===== config.mk =====
export PLATFORM = sky130hd
export DESIGN_NAME = acc_wb_stage
export DESIGN_NICKNAME = d
export VERILOG_FILES = /design/src/rtl/acc_wb_stage.sv
export SDC_FILE = /design/constraint.sdc
export NUM_CORES = 1
export LEC_CHECK = 0
export CAP_MARGIN = 20
export CORE_MARGIN = 1.5
export CORE_UTILIZATION = 44
export CTS_BUF_LIST = sky130_fd_sc_hd__clkbuf_8
export DETAILED_ROUTE_END_ITERATION = 8
export PLACE_DENSITY = 0.86
export SYNTH_ARGS = -nofsm -noshare
export SYNTH_HDL_FRONTEND = slang
export SYNTH_SLANG_ARGS = --single-unit

===== constraint.sdc =====
create_clock -name clk_in -period 5.3 [get_ports clk_in]
set_input_delay 1.06 -clock clk_in [delete_from_list [all_inputs] [get_ports clk_in]]
set_output_delay 1.06 -clock clk_in [all_outputs]
set_load 0.05 [all_outputs]

===== src/rtl/acc_wb_stage.sv =====
// rtl/acc_wb_stage.sv - accumulator writeback stage with BNEZ resolve and SPI sequencing
// Optional SPI wait timeout: define ACC_WB_SPI_TIMEOUT_EN.
module acc_wb_stage #(
  parameter int DATA_W      = 8,
  parameter int PC_W        = 8,
  parameter int TIMEOUT_CYC = 255
) (
  input  logic              clk_in,
  input  logic              rst_n_in,
  input  logic              valid_in,
  output logic              ready_out,
  input  logic [2:0]        unit_sel_in,
  input  logic [DATA_W-1:0] alu_res_in,
  input  logic [PC_W-1:0]   target_in,
  output logic              spi_start_out,
  output logic [DATA_W-1:0] spi_tx_out,
  input  logic              spi_done_in,
  input  logic [DATA_W-1:0] spi_rx_in,
  output logic [DATA_W-1:0] acc_out,
  output logic              zero_out,
  output logic              branch_taken_out,
  output logic [PC_W-1:0]   branch_target_out,
`ifdef ACC_WB_SPI_TIMEOUT_EN
  output logic              spi_err_out,
`endif
  output logic              retire_out
);

  localparam logic [2:0] UNIT_SPI  = 3'b001;
  localparam logic [2:0] UNIT_BNEZ = 3'b111;

  typedef enum logic {S_IDLE, S_SPI_WAIT} state_t;

  state_t            state_q, state_d;
  logic [DATA_W-1:0] acc_q, acc_d;
  logic [DATA_W-1:0] tx_q, tx_d;
  logic [PC_W-1:0]   tgt_q, tgt_d;
  logic              start_q, start_d;
  logic              ret_q, ret_d;
  logic              br_q, br_d;
  logic              accept;
  logic              timeout;

  assign accept = valid_in && (state_q == S_IDLE);

`ifdef ACC_WB_SPI_TIMEOUT_EN
  localparam logic [7:0] CNT_LAST = 8'(TIMEOUT_CYC - 1);

  logic [7:0] cnt_q, cnt_d;
  logic       err_q, err_d;

  // A done pulse in the expiry cycle takes priority over the timeout.
  assign timeout = (state_q == S_SPI_WAIT) && !spi_done_in && (cnt_q == CNT_LAST);

  always_comb begin
    cnt_d = cnt_q;
    if (accept)
      cnt_d = 8'd0;
    else if (state_q == S_SPI_WAIT)
      cnt_d = cnt_q + 8'd1;
    err_d = err_q | timeout;
  end

  always_ff @(posedge clk_in or negedge rst_n_in) begin
    if (!rst_n_in) begin
      cnt_q <= 8'd0;
      err_q <= 1'b0;
    end else begin
      cnt_q <= cnt_d;
      err_q <= err_d;
    end
  end

  assign spi_err_out = err_q;
`else
  assign timeout = 1'b0;

  // The wait limit has no effect when the timeout counter is not built.
  if (TIMEOUT_CYC > 255) begin : g_timeout_unused
  end
`endif

  always_ff @(posedge clk_in or negedge rst_n_in) begin
    if (!rst_n_in)
      state_q <= S_IDLE;
    else
      state_q <= state_d;
  end

  always_comb begin
    state_d = state_q;
    case (state_q)
      S_IDLE:     if (accept && unit_sel_in == UNIT_SPI) state_d = S_SPI_WAIT;
      S_SPI_WAIT: if (spi_done_in || timeout) state_d = S_IDLE;
      default:    state_d = S_IDLE;
    endcase
  end

  always_comb begin
    acc_d   = acc_q;
    tx_d    = tx_q;
    tgt_d   = tgt_q;
    start_d = 1'b0;
    ret_d   = 1'b0;
    br_d    = 1'b0;
    if (accept) begin
      case (unit_sel_in)
        UNIT_SPI: begin
          tx_d    = alu_res_in;
          start_d = 1'b1;
        end
        UNIT_BNEZ: begin
          ret_d = 1'b1;
          if (acc_q != '0) begin
            br_d  = 1'b1;
            tgt_d = target_in;
          end
        end
        default: begin
          acc_d = alu_res_in;
          ret_d = 1'b1;
        end
      endcase
    end else if (state_q == S_SPI_WAIT) begin
      if (spi_done_in) begin
        acc_d = spi_rx_in;
        ret_d = 1'b1;
      end else if (timeout) begin
        acc_d = '1;
        ret_d = 1'b1;
      end
    end
  end

  always_ff @(posedge clk_in or negedge rst_n_in) begin
    if (!rst_n_in) begin
      acc_q   <= '0;
      tx_q    <= '0;
      tgt_q   <= '0;
      start_q <= 1'b0;
      ret_q   <= 1'b0;
      br_q    <= 1'b0;
    end else begin
      acc_q   <= acc_d;
      tx_q    <= tx_d;
      tgt_q   <= tgt_d;
      start_q <= start_d;
      ret_q   <= ret_d;
      br_q    <= br_d;
    end
  end

  assign ready_out         = (state_q == S_IDLE);
  assign acc_out           = acc_q;
  assign zero_out          = (acc_q == '0);
  assign spi_tx_out        = tx_q;
  assign spi_start_out     = start_q;
  assign retire_out        = ret_q;
  assign branch_taken_out  = br_q;
  assign branch_target_out = tgt_q;

endmodule


== Word-level counts from Yosys, hierarchy flattened ==
Index checks and enable logic that the tools add are counted.

* Flip-flop bits (word level): 28
* Bits of input ports: 31
* Logic and storage cells: 37

* Equal/unequal tests: 3
* Mux-type cells: 16
* Bitwise operators: 1
* Reductions and logical operators: 10

{| class="wikitable"
|+ Operators by type and width
! operator !! number
|-
| two-way mux 8 bit || 4
|-
| two-way mux 1 bit || 11
|-
| logical NOT 8 bit || 1
|-
| nonzero test 8 bit || 1
|-
| AND reduction 3 bit || 2
|-
| nonzero test 2 bit || 2
|-
| == test 3 x 1 -> 1 bit (second input constant) || 1
|-
| == test 3 bit (second input constant) || 1
|-
| logical AND 1 bit || 2
|-
| inequality test 2 bit (second input constant) || 1
|-
| case mux 1 bit (2 select lines) || 1
|-
| AND reduction 2 bit || 1
|-
| OR reduction 2 bit || 1
|-
| NOT 1 bit || 1
|}

== Depth between registers and ports, before layout ==
* Depth in word-level cells: 5
* Mapped depth: 4
* Gate-level depth less buffers: 3

== Worst setup path after synthesis ==
Ideal clock, no wire load.

* Path kind: reg2out
* From: register acc_q[5], in the netlist acc_out[5]
* To: output port zero_out
* Arrival: 1.825 ns
* Required time: 4.240 ns
* Slack: 2.415 ns
* Stages on the path, launching flop included: 3
* Cell sequence: dfrtp_1 > or4_4 > nor2_1

* Cells in the longest elaborated chain, start to end: 1

{| class="wikitable"
|+ Ends and longest elaborated chain
! item !! RTL line !! text
|-
| start, declared || 35 || <nowiki>logic [DATA_W-1:0] acc_q, acc_d;</nowiki>
|-
| start signal, assigned || 137 || <nowiki>acc_q <= '0;</nowiki>
|-
| start signal, assigned || 144 || <nowiki>acc_q <= acc_d;</nowiki>
|-
| logical NOT 8 bit || 155 || <nowiki>assign zero_out = (acc_q == '0);</nowiki>
|-
| end, declared || 20 || <nowiki>output logic zero_out,</nowiki>
|}

No other way between the ends.

== Worst setup path after layout ==
Ends and elaborated chain as after synthesis.

==> run metrics <==
status=finished, final reports clean; setup_tns=0 ns; die width=55.7 um; first-pass GRT wire length=4.66 mm; Post-Syn Area=1220 sq um; initial antenna violation count=0; remaining global-route overflow=0; Initial Utilization=0.480; row cnt=18; largest net degree at the start of global routing=29; CTS root buf=clkbuf_8; largest family of logic cells by synthesized area=multiplexers; DIE HEIGHT=55.7 um; routability-driven placement congestion ratio=0.700; Worst Max-Slew Pin Slew=0.518 ns; Synth Area in Adders=0; # DRC=0; 1st-iter DRT viols=12; nets=~170; Final period util=0.608; # Post-CTS Setup Buffers=0; CORE AREA=2540 sq um; DR WL/cell=around 16 um; Overall Power=0.000784 W; worst r2r src=state_q; Hold Path Origin=spi_tx_out[7]; mux share of post-synthesis cell area=0.319; area of the die=~3100 sq um; Detailed Route WL=approximately 2.7 mm; Synth cell types=19; Worst Hold End=spi_tx_out[7]; Cell Pwr Density=413 nW/um^2; CTS tree=yes; final setup violation count=0; Worst-Skew Late Latency=0.27 ns; Synth Area in Compound Gates=0.0328; Max-cap violations=0; Final Hold Fails=0; vias in the first global route=922; crit end category=output pin; reg-to-reg critical path endpoint=acc_out[1]; CTS H-tree depth=1; CTS Buf Count=3; via-per-instance ratio=approximately 5.0; fraction of layout cells with a size suffix above 1=0.257; critical path class=reg2out; Leak=roughly 0.8 nW; crit path DAT=~2.2 ns; n_diodes=0; clock skew=around 0.0033 ns; unrepaired setup endpoints after global routing=no; clk sink count=28; Yosys Warn Count=0; XOR/XNOR Fraction of Synth Area=0.00716; Final min period=roughly 3.2 ns; Worst Setup Start Kind=flop; Via Count=850; Post-DRT Antenna Nets=0; # resized after CTS=0; Pre-antenna DRT Iters=4; Syn Area/Cell=roughly 16 sq um; total track usage=0.191; area share of the largest cell type after synthesis=0.573; FMAX=310 MHz; critical-path maximum fanout=3; clk slew on worst S/H paths=0.09 ns; R2R depth=3; IO Pins=60; Synth Net Count=109; CTS Buffer Depth=2; hold crit path type=reg2reg; flops & latches, synth=28; VDD IR-drop max=0.403 mV; hold buffers post-CTS=0; largest cells by area after synthesis=dfrtp_1, mux2_2, mux2_4, mux2_1, or4_4; Synth area leader=dfrtp_1; area of the multi-input gates=498 sq um; Area Overhead vs Synth=55.2%; Synth Area in Simple Gates=0.0481; Gate Count Post-Synth=78; Seq/Total Area, Yosys=0.573; R2R setup slack=around 3.5 ns; Rel. slew slack=0.654; HPWL Detailed=2.07 mm; FF+latch area=701 sq um; Hold Path Stages=1; port bufs=59; Required @ worst endpoint=~4.2 ns; Fill cells=168; Final Max Slew Viols=0
state kept, by name, indices dropped and copies added (netlist names):
| name | cells |
|---|---|
| spi_tx_out | 8 |
| branch_target_out | 8 |
| state_q | 1 |
| retire_out | 1 |
| branch_taken_out | 1 |
| spi_start_out | 1 |
| acc_out | 8 |
per-stage QoR:
step / utilization / cells / worst slack [ns] / instance area, sq um / hold WS (ns)
2_1_floorplan: - / 78 / 2.41 / 1220 / 0.528
3_3_place_gp: 0.724 / 166 / 2.40 / 1840 / 0.477
3_5_place_dp: 0.724 / 166 / 2.37 / 1840 / 0.485
4_1_cts: 0.745 / 170 / 2.06 / 1900 / 0.510
5_1_grt: 0.745 / 170 / 2.01 / 1900 / 0.527
6_report: 0.745 / 170 / 2.08 / 1900 / 0.502
synth_stat cells, drive strengths merged:
cell type and n:
a22oi 1, o211a 1, nand2b 1, o21ai 2, mux2 32, inv 2
nand2 1, buf 2, and4b 1, nand3 1, dfrtp 28, nor3b 1
xnor2 1, a21boi 1, or4 2, nor2 1
worst max path at each step:
| stage | from | end | slack [ns] | cells after the start |
|---|---|---|---|---|
| floorplan | acc_out[5] | zero_out | 2.41 | 2 |
| CTS | acc_out[5] | zero_out | 2.06 | 3 |
| finish | acc_out[5] | zero_out | 2.08 | 3 |
| detailed placement | acc_out[5] | zero_out | 2.37 | 3 |
| global placement | acc_out[5] | zero_out | 2.40 | 3 |
| global route | acc_out[5] | zero_out | 2.01 | 3 |
worst max-delay path, stage by stage (launching register included):
cell	delay, ns
dfrtp_1	0.41
or4_4	0.54
nor2_1	0.14
clkdlybuf4s50_1	0.81
cells by family after synthesis:
kind of cell,after synthesis
xor+xnor,1
mux,32
compound gates,5
simple gates,8
buf+inv,4
flops,28
layout make-up:
type	count	area share
multi-input combinational	46	0.263
clock buffer	4	0.0290
inverter	2	0.00396
tap	30	0.0198
timing repair buffer	60	0.315
sequential	28	0.369
metal layers:
metal | GRT usage | part of all wire
met3 | 0.0605 | 0.061
met1 | 0.259 | 0.43
met2 | 0.310 | 0.50
met4 | 0.0209 | 0.0036
met5 | 0 | 0
cell usage in the layout, fill, tap and decap left out, drive strengths merged:
master	netlist	layout
nand2b	1	1
clkbuf	0	4
buf	2	1
nand3	1	1
a21boi	1	1
nor3b	1	1
and4b	1	1
o21ai	2	2
xnor2	1	1
inv	2	2
or4	2	2
a22oi	1	1
o211a	1	1
nand2	1	1
clkdlybuf4s50	0	59
mux2	32	32
nor2	1	1
dfrtp	28	28
power breakdown:
part,switching (W),leakage (nW),internal (W)
clock,0.0000604,0.0288,0.0000663
sequential,0.0000299,0.339,0.000260
combinational,0.000219,0.437,0.000149
Power figures use the tool's default switching activity.
